`src/rtl/pc_cmd_pkg.sv`:
```
// Shared definitions for the command-frame parser.
//   - pc_state_e : parser FSM states
//   - PC_*       : default framing codes and valid ranges
//   - pc_cmd_t   : one queued command {addr, req} at the default byte width
package pc_cmd_pkg;

   localparam int         PC_DATA_W    = 8;
   localparam logic [7:0] PC_HDR_CODE  = 8'hFF;
   localparam logic [7:0] PC_TAIL_CODE = 8'h7F;
   localparam logic [7:0] PC_ADDR_MIN  = 8'h01;
   localparam logic [7:0] PC_ADDR_MAX  = 8'h20;
   localparam logic [7:0] PC_REQ_MIN   = 8'h81;
   localparam logic [7:0] PC_REQ_MAX   = 8'h88;

   typedef enum logic [2:0] {IDLE, HEADER, ADDR, REQ, TAIL} pc_state_e;

   typedef struct packed {
      logic [PC_DATA_W-1:0] addr;
      logic [PC_DATA_W-1:0] req;
   } pc_cmd_t;

endpackage

```
`src/rtl/pc_cmd_fifo.sv`:
```
// Synchronous FIFO with a registered head output.
//   clk, rst  : clock, asynchronous active-low reset
//   push, din : write request / data (ignored when full unless a pop frees a slot)
//   pop       : read request (ignored when empty)
//   dout      : registered head entry, 0 when empty
//   empty/full: status
module pc_cmd_fifo #(
   parameter int WIDTH = 16,
   parameter int DEPTH = 4
) (
   input  logic             clk,
   input  logic             rst,
   input  logic             push,
   input  logic             pop,
   input  logic [WIDTH-1:0] din,
   output logic [WIDTH-1:0] dout,
   output logic             empty,
   output logic             full
);

   localparam int AW = $clog2(DEPTH);

   logic [WIDTH-1:0] mem [DEPTH];
   logic [AW:0]      wr_ptr, rd_ptr, wr_nxt, rd_nxt;
   logic             do_push, do_pop;

   // Extra pointer bit distinguishes full from empty when the indices match.
   assign empty   = (wr_ptr == rd_ptr);
   assign full    = (wr_ptr[AW] != rd_ptr[AW]) && (wr_ptr[AW-1:0] == rd_ptr[AW-1:0]);
   assign do_pop  = pop && !empty;
   assign do_push = push && (!full || do_pop);
   assign wr_nxt  = wr_ptr + (AW+1)'(do_push);
   assign rd_nxt  = rd_ptr + (AW+1)'(do_pop);

   always_ff @(posedge clk or negedge rst) begin
      if (!rst) begin
         wr_ptr <= '0;
         rd_ptr <= '0;
      end else begin
         wr_ptr <= wr_nxt;
         rd_ptr <= rd_nxt;
      end
   end

   always_ff @(posedge clk) begin
      if (do_push) mem[wr_ptr[AW-1:0]] <= din;
   end

   // Head register tracks what the head will be after this cycle's push/pop,
   // so a write into an empty queue is visible on the very next cycle.
   always_ff @(posedge clk or negedge rst) begin
      if (!rst)                          dout <= '0;
      else if (rd_nxt == wr_nxt)         dout <= '0;
      else if (do_push && rd_nxt == wr_ptr) dout <= din;
      else                               dout <= mem[rd_nxt[AW-1:0]];
   end

endmodule

```
`src/rtl/pc_cmd_parser.sv`:
```
// Command-frame parser: HDR, ADDR+, REQ+, TAIL byte frames from the UART Rx
// strobe are validated and committed as {addr, req} into a small FIFO.
// Optional feature macro: PC_CMD_PARSER_TIMEOUT_EN (inter-byte timeout).
//   clk, rst            : clock, asynchronous active-low reset
//   rx_data, rx_valid   : received byte and its one-cycle strobe
//   cmd_addr, cmd_req   : registered FIFO head
//   cmd_valid, cmd_ready: output handshake (pop on valid && ready)
//   frame_err           : pulse on a framing violation
//   frame_drop          : pulse when a completed frame finds the FIFO full
//   timeout             : pulse when the inter-byte timeout fires
//   frame_cnt, err_cnt  : saturating statistics
module pc_cmd_parser
   import pc_cmd_pkg::*;
#(
   parameter int                DATA_W      = PC_DATA_W,
   parameter logic [DATA_W-1:0] HDR_CODE    = DATA_W'(PC_HDR_CODE),
   parameter logic [DATA_W-1:0] TAIL_CODE   = DATA_W'(PC_TAIL_CODE),
   parameter logic [DATA_W-1:0] ADDR_MIN    = DATA_W'(PC_ADDR_MIN),
   parameter logic [DATA_W-1:0] ADDR_MAX    = DATA_W'(PC_ADDR_MAX),
   parameter logic [DATA_W-1:0] REQ_MIN     = DATA_W'(PC_REQ_MIN),
   parameter logic [DATA_W-1:0] REQ_MAX     = DATA_W'(PC_REQ_MAX),
   parameter int                CMD_DEPTH   = 4,
   parameter logic [15:0]       TIMEOUT_CYC = 16'd50000
) (
   input  logic              clk,
   input  logic              rst,
   input  logic [DATA_W-1:0] rx_data,
   input  logic              rx_valid,
   output logic [DATA_W-1:0] cmd_addr,
   output logic [DATA_W-1:0] cmd_req,
   output logic              cmd_valid,
   input  logic              cmd_ready,
   output logic              frame_err,
   output logic              frame_drop,
   output logic              timeout,
   output logic [15:0]       frame_cnt,
   output logic [15:0]       err_cnt
);

   pc_state_e         state, state_nxt;
   logic [DATA_W-1:0] addr_q, req_q;
   logic              ld_addr, ld_req, commit, err, to_fire;
   logic              is_hdr, is_tail, in_req, in_addr;
   logic              fifo_empty, fifo_full, accept;
   logic [2*DATA_W-1:0] fifo_dout;

   // Code matches take priority over ranges, and the request range over the
   // address range, so overlapping configurations decode deterministically.
   assign is_hdr  = (rx_data == HDR_CODE);
   assign is_tail = (rx_data == TAIL_CODE);
   assign in_req  = !is_hdr && !is_tail && (rx_data >= REQ_MIN) && (rx_data <= REQ_MAX);
   assign in_addr = !is_hdr && !is_tail && !in_req &&
                    (rx_data >= ADDR_MIN) && (rx_data <= ADDR_MAX);

   always_ff @(posedge clk or negedge rst) begin
      if (!rst) state <= IDLE;
      else      state <= state_nxt;
   end

   always_comb begin
      state_nxt = state;
      ld_addr   = 1'b0;
      ld_req    = 1'b0;
      commit    = 1'b0;
      err       = 1'b0;
      if (rx_valid) begin
         unique case (state)
            IDLE:   if (is_hdr) state_nxt = HEADER;
            HEADER: begin
               if (in_addr) begin
                  ld_addr   = 1'b1;
                  state_nxt = ADDR;
               end else if (!is_hdr) begin
                  err       = 1'b1;
                  state_nxt = IDLE;
               end
            end
            ADDR: begin
               if (in_req) begin
                  ld_req    = 1'b1;
                  state_nxt = REQ;
               end else if (in_addr) begin
                  ld_addr   = 1'b1;
               end else begin
                  err       = 1'b1;
                  state_nxt = IDLE;
               end
            end
            REQ: begin
               if (is_tail) begin
                  commit    = 1'b1;
                  state_nxt = TAIL;
               end else if (in_req) begin
                  ld_req    = 1'b1;
               end else begin
                  err       = 1'b1;
                  state_nxt = IDLE;
               end
            end
            TAIL: begin
               if (is_hdr)        state_nxt = HEADER;
               else if (!is_tail) state_nxt = IDLE;
            end
            default: state_nxt = IDLE;
         endcase
      end else if (to_fire) begin
         state_nxt = IDLE;
      end
   end

   always_ff @(posedge clk or negedge rst) begin
      if (!rst) begin
         addr_q <= '0;
         req_q  <= '0;
      end else if (state_nxt == IDLE) begin
         addr_q <= '0;
         req_q  <= '0;
      end else begin
         if (ld_addr) addr_q <= rx_data;
         if (ld_req)  req_q  <= rx_data;
      end
   end

   // A full FIFO still accepts when the consumer pops in the same cycle.
   assign accept = !fifo_full || cmd_ready;

   pc_cmd_fifo #(
      .WIDTH (2*DATA_W),
      .DEPTH (CMD_DEPTH)
   ) u_fifo (
      .clk   (clk),
      .rst   (rst),
      .push  (commit),
      .pop   (cmd_ready),
      .din   ({addr_q, req_q}),
      .dout  (fifo_dout),
      .empty (fifo_empty),
      .full  (fifo_full)
   );

   assign cmd_valid = !fifo_empty;
   assign cmd_addr  = fifo_dout[2*DATA_W-1:DATA_W];
   assign cmd_req   = fifo_dout[DATA_W-1:0];

   always_ff @(posedge clk or negedge rst) begin
      if (!rst) begin
         frame_err  <= 1'b0;
         frame_drop <= 1'b0;
         frame_cnt  <= '0;
         err_cnt    <= '0;
      end else begin
         frame_err  <= err;
         frame_drop <= commit && !accept;
         if (commit && accept && frame_cnt != 16'hFFFF) frame_cnt <= frame_cnt + 16'd1;
         if ((err || to_fire) && err_cnt != 16'hFFFF)   err_cnt   <= err_cnt + 16'd1;
      end
   end

`ifdef PC_CMD_PARSER_TIMEOUT_EN
   logic [15:0] idle_cnt;
   logic        active;

   // Only a partially received frame can time out; IDLE and TAIL wait freely.
   assign active  = (state == HEADER) || (state == ADDR) || (state == REQ);
   assign to_fire = active && !rx_valid && (idle_cnt == TIMEOUT_CYC - 16'd1);

   always_ff @(posedge clk or negedge rst) begin
      if (!rst) begin
         idle_cnt <= '0;
         timeout  <= 1'b0;
      end else begin
         timeout <= to_fire;
         if (rx_valid || to_fire) idle_cnt <= '0;
         else if (active)         idle_cnt <= idle_cnt + 16'd1;
      end
   end
`else
   assign to_fire = 1'b0;
   assign timeout = 1'b0;
`endif

endmodule

```
`config.mk`:
```
export PLATFORM = sky130hd
export DESIGN_NAME = pc_cmd_parser
export DESIGN_NICKNAME = d
export VERILOG_FILES = /design/src/rtl/pc_cmd_pkg.sv /design/src/rtl/pc_cmd_fifo.sv /design/src/rtl/pc_cmd_parser.sv
export SDC_FILE = /design/constraint.sdc
export NUM_CORES = 1
export LEC_CHECK = 0
export CAP_MARGIN = 25
export CORE_MARGIN = 2
export CORE_UTILIZATION = 25
export DETAILED_ROUTE_END_ITERATION = 8
export GPL_TIMING_DRIVEN = 0
export SLEW_MARGIN = 20
export SYNTH_ARGS = -nofsm -noshare
export SYNTH_HDL_FRONTEND = slang
export SYNTH_HIERARCHICAL = 1
export SYNTH_SLANG_ARGS = --single-unit
export TNS_END_PERCENT = 30
```
`constraint.sdc`:
```
create_clock -name clk -period 8.8 [get_ports clk]
set_clock_uncertainty 0.2 [all_clocks]
set_input_delay 1.76 -clock clk [delete_from_list [all_inputs] [get_ports clk]]
set_output_delay 1.76 -clock clk [all_outputs]
set_load 0.1 [all_outputs]
```
Word-level counts from Yosys, hierarchy flattened
Memory sizes are Yosys's and may differ from the RTL's.
Index checks and enable logic that the tools add are counted.

storage, ports and cells
  memories kept = 1
  memory bits (writable) = 64
  bits in registers = 75

cells by class
  magnitude comparators = 4
  $add $sub $neg = 4
  mux-type cells = 38
  reduce and logical (&&, ||, !) cells = 26
  equal/unequal tests = 13

memories
  memory      words  width  read ports  clocked after memory_dff  write ports  line               RTL
  u_fifo.mem  4      16     1           0                         1            pc_cmd_fifo.sv:23  logic [WIDTH-1:0] mem [DEPTH];

operator list
  kind                     count
  $add A16 B1 Y16 const B  2
  $mux W16                 2
  $mux W8                  4
  $ne A16 B16 Y1 const B   2
  $mux W3                  10
  $mux W1                  18
  $pmux W3 S5              1
  $logic_and A1 B1 Y1      14
  $eq A3 B3 Y1             3
  $eq A8 B7 Y1 const B     1
  $eq A8 B8 Y1 const B     1
  $ge A8 B1 Y1 const B     1
  $ge A8 B8 Y1 const B     1
  $le A8 B6 Y1 const B     1
  $le A8 B8 Y1 const B     1
  $add A3 B1 Y3            2
  $eq A3 B2 Y1 const B     2
  $logic_not A1 Y1         6
  $logic_not A3 Y1         2
  $pmux W1 S2              2
  $reduce_bool A2 Y1       2
  $eq A3 B1 Y1 const B     1
  $eq A3 B3 Y1 const B     1
  $pmux W1 S3              1
  other kinds (3)          4

Logic depth before layout (Yosys ltp)
Gate-level depths: netlist of the first run.

  depth in word-level cells = 15
  gate-level depth with buffers = 12
  mapped depth without buffers = 11

Cells and area by module
The synthesis of the first run kept the hierarchy.

modules (own cells, without submodules)
  module         seq. area each (um2)  cells an instance  area an instance (um2)  instances
  pc_cmd_fifo    2472.4                191                3464.6                  1
  pc_cmd_parser  1326.3                246                2698.8                  1

Worst setup path before layout of the first run
No wires, ideal clock.

  kind = input -> register
  start = input port cmd_ready
  end = register u_fifo.dout[10]
  path buffers = 2
  arrival time = 3.701 ns
  cell stages on the path = 10
  path slack = 4.820 ns
  data required time = 8.521 ns
  cells stage by stage = inv_1 nor2_1 ha_1 ha_1 clkbuf_2 xnor2_1 nand3_1 a311oi_4 buf_8 mux2i_1

between the ends
  longest elaborated chain between the ends = 6
  elaborated cells between the ends (all ways) = 11
  classes of those cells = add/sub: 2; eq/ne: 2; mux: 2; reduce/logical: 4; memory: 1

ends and longest elaborated chain
  item                                                    line                 RTL
  start: declaration                                      pc_cmd_parser.sv:32  input logic cmd_ready,
  $logic_and A1 B1 Y1 *                                   pc_cmd_fifo.sv:30    assign do_pop = pop && !empty;
  $add A3 B1 Y3 *                                         pc_cmd_fifo.sv:33    assign rd_nxt = rd_ptr + (AW+1)'(do_pop);
  named net u_fifo.rd_nxt[1]                              pc_cmd_fifo.sv:24    logic [AW:0] wr_ptr, rd_ptr, wr_nxt, rd_nxt;
  branches (longest 3 deep; another with $mem_v2 Z4 W16)  n/a
  $mux W16 *                                              pc_cmd_fifo.sv:53    else if (rd_nxt == wr_nxt) dout <= '0;
  end signal: assignment                                  pc_cmd_fifo.sv:54    else if (do_push && rd_nxt == wr_ptr) dout <= din;
  end signal: assignment                                  pc_cmd_fifo.sv:55    else dout <= mem[rd_nxt[AW-1:0]];
  end: declaration                                        pc_cmd_fifo.sv:16    output logic [WIDTH-1:0] dout,

Mark *: on every way through the listed nets, which the timed path passes.
A chain may end at the register's enable or synchronous reset.

Worst setup path in the final report of the first run
  start = input port rx_data[2]
  end = register u_fifo.dout[3]

between the ends
  longest elaborated chain between the ends = 8
  elaborated cells between the ends (all ways) = 10
  classes of those cells = add/sub: 1; eq/ne: 2; mux: 5; reduce/logical: 2

ends and longest elaborated chain
  item                        line                 RTL
  start: declaration          pc_cmd_parser.sv:27  input logic [DATA_W-1:0] rx_data,
  $eq A8 B7 Y1                pc_cmd_parser.sv:50  assign is_tail = (rx_data == TAIL_CODE);
  $mux W1                     pc_cmd_parser.sv:90  if (is_tail) begin
  $mux W1                     pc_cmd_parser.sv:67  unique case (state)
  $mux W1                     pc_cmd_parser.sv:66  if (rx_valid) begin
  named net commit            pc_cmd_parser.sv:42  logic ld_addr, ld_req, commit, err, to_fire;
  $logic_and A1 B1 Y1         pc_cmd_fifo.sv:31    assign do_push = push && (!full || do_pop);
  $add A3 B1 Y3               pc_cmd_fifo.sv:32    assign wr_nxt = wr_ptr + (AW+1)'(do_push);
  named net u_fifo.wr_nxt[2]  pc_cmd_fifo.sv:24
  $eq A3 B3 Y1                pc_cmd_fifo.sv:53
  $mux W16                    pc_cmd_fifo.sv:53

The timed path passes the listed nets, and every way through them passes these cells.

==> results of run 1 <==
[layout by cell type, fill, tap and decap left out, types with 17 or more instances in the layout]
cell	count
mux2i_1	26
o21ai_0	34
nor2_1	28
clkbuf_16	17
nand2_1	18
clkdlybuf4s50_1	61
dfrtp_1	75
xnor2_1	17
edfxtp_1	64
xor2_1	25
[logic make-up (layout without fill, tap and decap cells)]
kind of cell,Yosys count,after routing
xor gates and xnor gates,42,42
muxes,45,45
DFF,139,139
other,1,1
and+or+nand+nor,133,133
buffers and inverters,23,119
AOI/OAI and AO/OA,48,48
adders and majority gates,6,6
[worst max-delay path by stage]
stage | startpoint | endpoint | slack [ns]
6_report | rx_data[2] | u_fifo/dout[3] | 3.87
5_1_grt | rx_data[2] | u_fifo/dout[1] | 3.69
4_1_cts | rx_data[2] | u_fifo/dout[1] | 3.89
3_5_place_dp | rx_data[2] | u_fifo/dout[1] | 3.46
3_3_place_gp | rst | frame_cnt[9] | 3.03
2_1_floorplan | cmd_ready | u_fifo/dout[10] | 4.82
[Yosys cell counts (2+ instances only)]
| cell type | instances | area share (%) |
|---|---|---|
| a21oi_1 | 2 | 0.16 |
| and2_1 | 5 | 0.51 |
| and2_2 | 2 | 0.24 |
| and3_1 | 3 | 0.30 |
| and4_1 | 3 | 0.43 |
| and4b_1 | 3 | 0.49 |
| buf_2 | 6 | 0.49 |
| buf_6 | 2 | 0.37 |
| clkbuf_1 | 8 | 0.49 |
| dfrtp_1 | 75 | 30 |
| edfxtp_1 | 64 | 31 |
| ha_1 | 6 | 1.2 |
| inv_1 | 4 | 0.24 |
| mux2_1 | 2 | 0.37 |
| mux2i_1 | 26 | 4.2 |
| mux4_2 | 16 | 5.8 |
| nand2_1 | 18 | 1.1 |
| nand2b_1 | 5 | 0.51 |
| nand3_1 | 16 | 1.3 |
| nand3_2 | 3 | 0.49 |
| nand4_1 | 10 | 1.0 |
| nor2_1 | 29 | 1.8 |
| nor2b_1 | 2 | 0.20 |
| nor3_1 | 8 | 0.65 |
| nor3_4 | 2 | 0.53 |
| nor3b_1 | 3 | 0.37 |
| nor4_1 | 5 | 0.51 |
| nor4_2 | 2 | 0.41 |
| nor4b_1 | 4 | 0.57 |
| o211ai_1 | 2 | 0.24 |
| o21ai_0 | 34 | 2.8 |
| o31a_1 | 2 | 0.28 |
| xnor2_1 | 17 | 2.4 |
| xor2_1 | 25 | 3.6 |
[through the flow]
stage          instances  util (%)  cell area [um^2]  power [mW]
2_1_floorplan        437         -              6163       1.379
3_3_place_gp         823     29.65              7189       1.582
3_5_place_dp         825     29.82              7232       1.595
4_1_cts              857     32.23              7816       2.307
5_1_grt              857     32.23              7816       2.384
6_report             857     32.23              7816       2.283
[flip-flops by register name (all words and copies together), names as in the netlist, 3 cells and up]
name and cells:
u_fifo/wr_ptr 3, err_cnt 16, u_fifo/rd_ptr 3, addr_q 8
state 3, u_fifo/dout 16, frame_cnt 16, u_fifo/mem 64
req_q 8
[routing by layer]
layer	GRT usage, %	share of wire, %
met5	0	0
met4	3.734	1.5
met3	3.441	5.7
met2	18.06	49
met1	13.99	44
[cell type report]
type                       count  area (um^2)
buffer                        19        110.1
clock inverter                12        137.6
tap                          324        405.4
sequential                   139         3799
inverter                       4        15.01
timing repair buffer          64        660.6
fill                        2428        16430
multi-input combinational    275         2242
clock buffer                  20        446.7
[power breakdown]
| part | switching, mW | internal, mW |
|---|---|---|
| Sequential | 0.0270 | 0.725 |
| Combinational | 0.587 | 0.237 |
| Clock | 0.279 | 0.428 |
[critical path: stages]
cell and delay, ns:
clkdlybuf4s50_1 0.66, and4b_1 0.30, and2_1 0.18, nand2_1 0.10, inv_1 0.11, o41a_2 0.18, ha_1 0.14, ha_1 0.15
xor2_1 0.22, xor2_1 0.35, clkbuf_1 0.44, o21ai_0 0.18, mux2i_1 0.26
==> results.ini, run 1 <==
[run_status]
status=finished clean

[synthesis]
synth_top_flop_cell=dfrtp_1
synth_seq_area_share_pct=61.63
async_flop_share_pct=53.96
synth_top_family_by_area=simple AND/OR/NAND/NOR gates
synth-simple-area-share_pct=13.26
synthAdderAreaFrac_pct=1.218
syn_area_per_cell_um2=14.10
syn_nets=455
yosys_register_bits=139
synth-compound-area-share_pct=5.217
ys_warn_count=6
syn_area_um2=6163
synthMuxAreaShare_pct=10.62
synth_xor_area_share_pct=5.968
synth_cell_type_count=57
synth-edff-count=64
synth_cells=437

[job]
maxCapViolCount=0

[sta]
setup_ws_ns=3.873
setup_viol_count_final=0
hold_viol=0
rsz0062_at_grt=false
setup_tns_ns=0
slew_viol_final=0
tightest_slew_ns=1.008
min_period_ns=4.927
finalCritPeriodShare_pct=55.99
hold_slack_ns=0.2898
clock.fmax_mhz=203.0
max-slew-margin-rel_pct=32.62

[drt]
routedWlPerCell_um=15.91
dr.pass1.iters=4
route.detailed.drc=0
vias=3935
ant_nets=0
drt-initial-drc-count=240
drt-total-wl_um=13640
viasPerCell=4.592

[cts]
path_clk_slew_ns=0.06
cts-htree-levels=4
cts_made_buffers=17
post-cts-setup-buffer-count=0
cts_buffer_depth=2
insertion_delay_ns=0.41
cts_tree=done
cts_root_buf=clkbuf_16
clock-sinks=139
ctsHoldBuffers=0
ctsResizeCount=0

[floorplan]
start_util_pct=25.42
die_w_um=161.0
ios=64
die-area_um2=25930
floorplan.core_area_um2=24250
rows=57
dieHeight_um=161.0

[power_and_ir_drop]
ir_drop_v=0.0002432
power_density_nw_per_um2=292.0
leakage_nw=3.008

[finish]
nets=538
antenna_cells=0
area_growth_syn_to_layout_pct=26.82
drive_gt1_share_pct=15.95

[hold_path]
min-delay-start=frame_cnt[15]
worstHoldPathCells=1
worstHoldEndpoint=frame_cnt[15]
hold_path.class=register to register

[global_routing]
grt_max_degree=46
grt_pass1_vias=4133
track_usage_pct=11.07
grt_pass1_wl_um=22330
antenna_found_initial=0
grt-ovfl-total=0

[placement]
dp_hpwl_um=9513
post-place-ws_ns=3.457
gp_congestion=0.7924
io_buffer_count=62

[critical_path]
critPathRequiredTime_ns=8.90
r2r_cells=12
cp.arrival_ns=5.03
r2r_setup_slack_ns=5.09
startpoint_type=input port
critPathMaxFanout=10
critPathKind=input port to register
worst_setup_path_end_kind=register
r2r-end=u_fifo/dout[12]
reg2reg_from=u_fifo/wr_ptr[1]

Note: power is estimated with default switching activity, not from simulation.
==> run 2, diff against run 1 <==
- clock period: 8.8 -> 4.6 ns (I/O delays scaled with it)
==> results of run 2 <==
Same layout as run 1 (identical final DEF). Status: finished clean.
Main changes from that run: setup slack after placement 3.457 ns -> 0.09677 ns; setup slack after layout 3.873 ns -> 0.5127 ns; hold slack 0.2898 ns -> 0.2433 ns; register-to-register setup slack 5.09 ns -> 0.89 ns; total power 2.283 mW -> 4.367 mW; worst IR drop on VDD 0.0002432 V -> 0.0004653 V
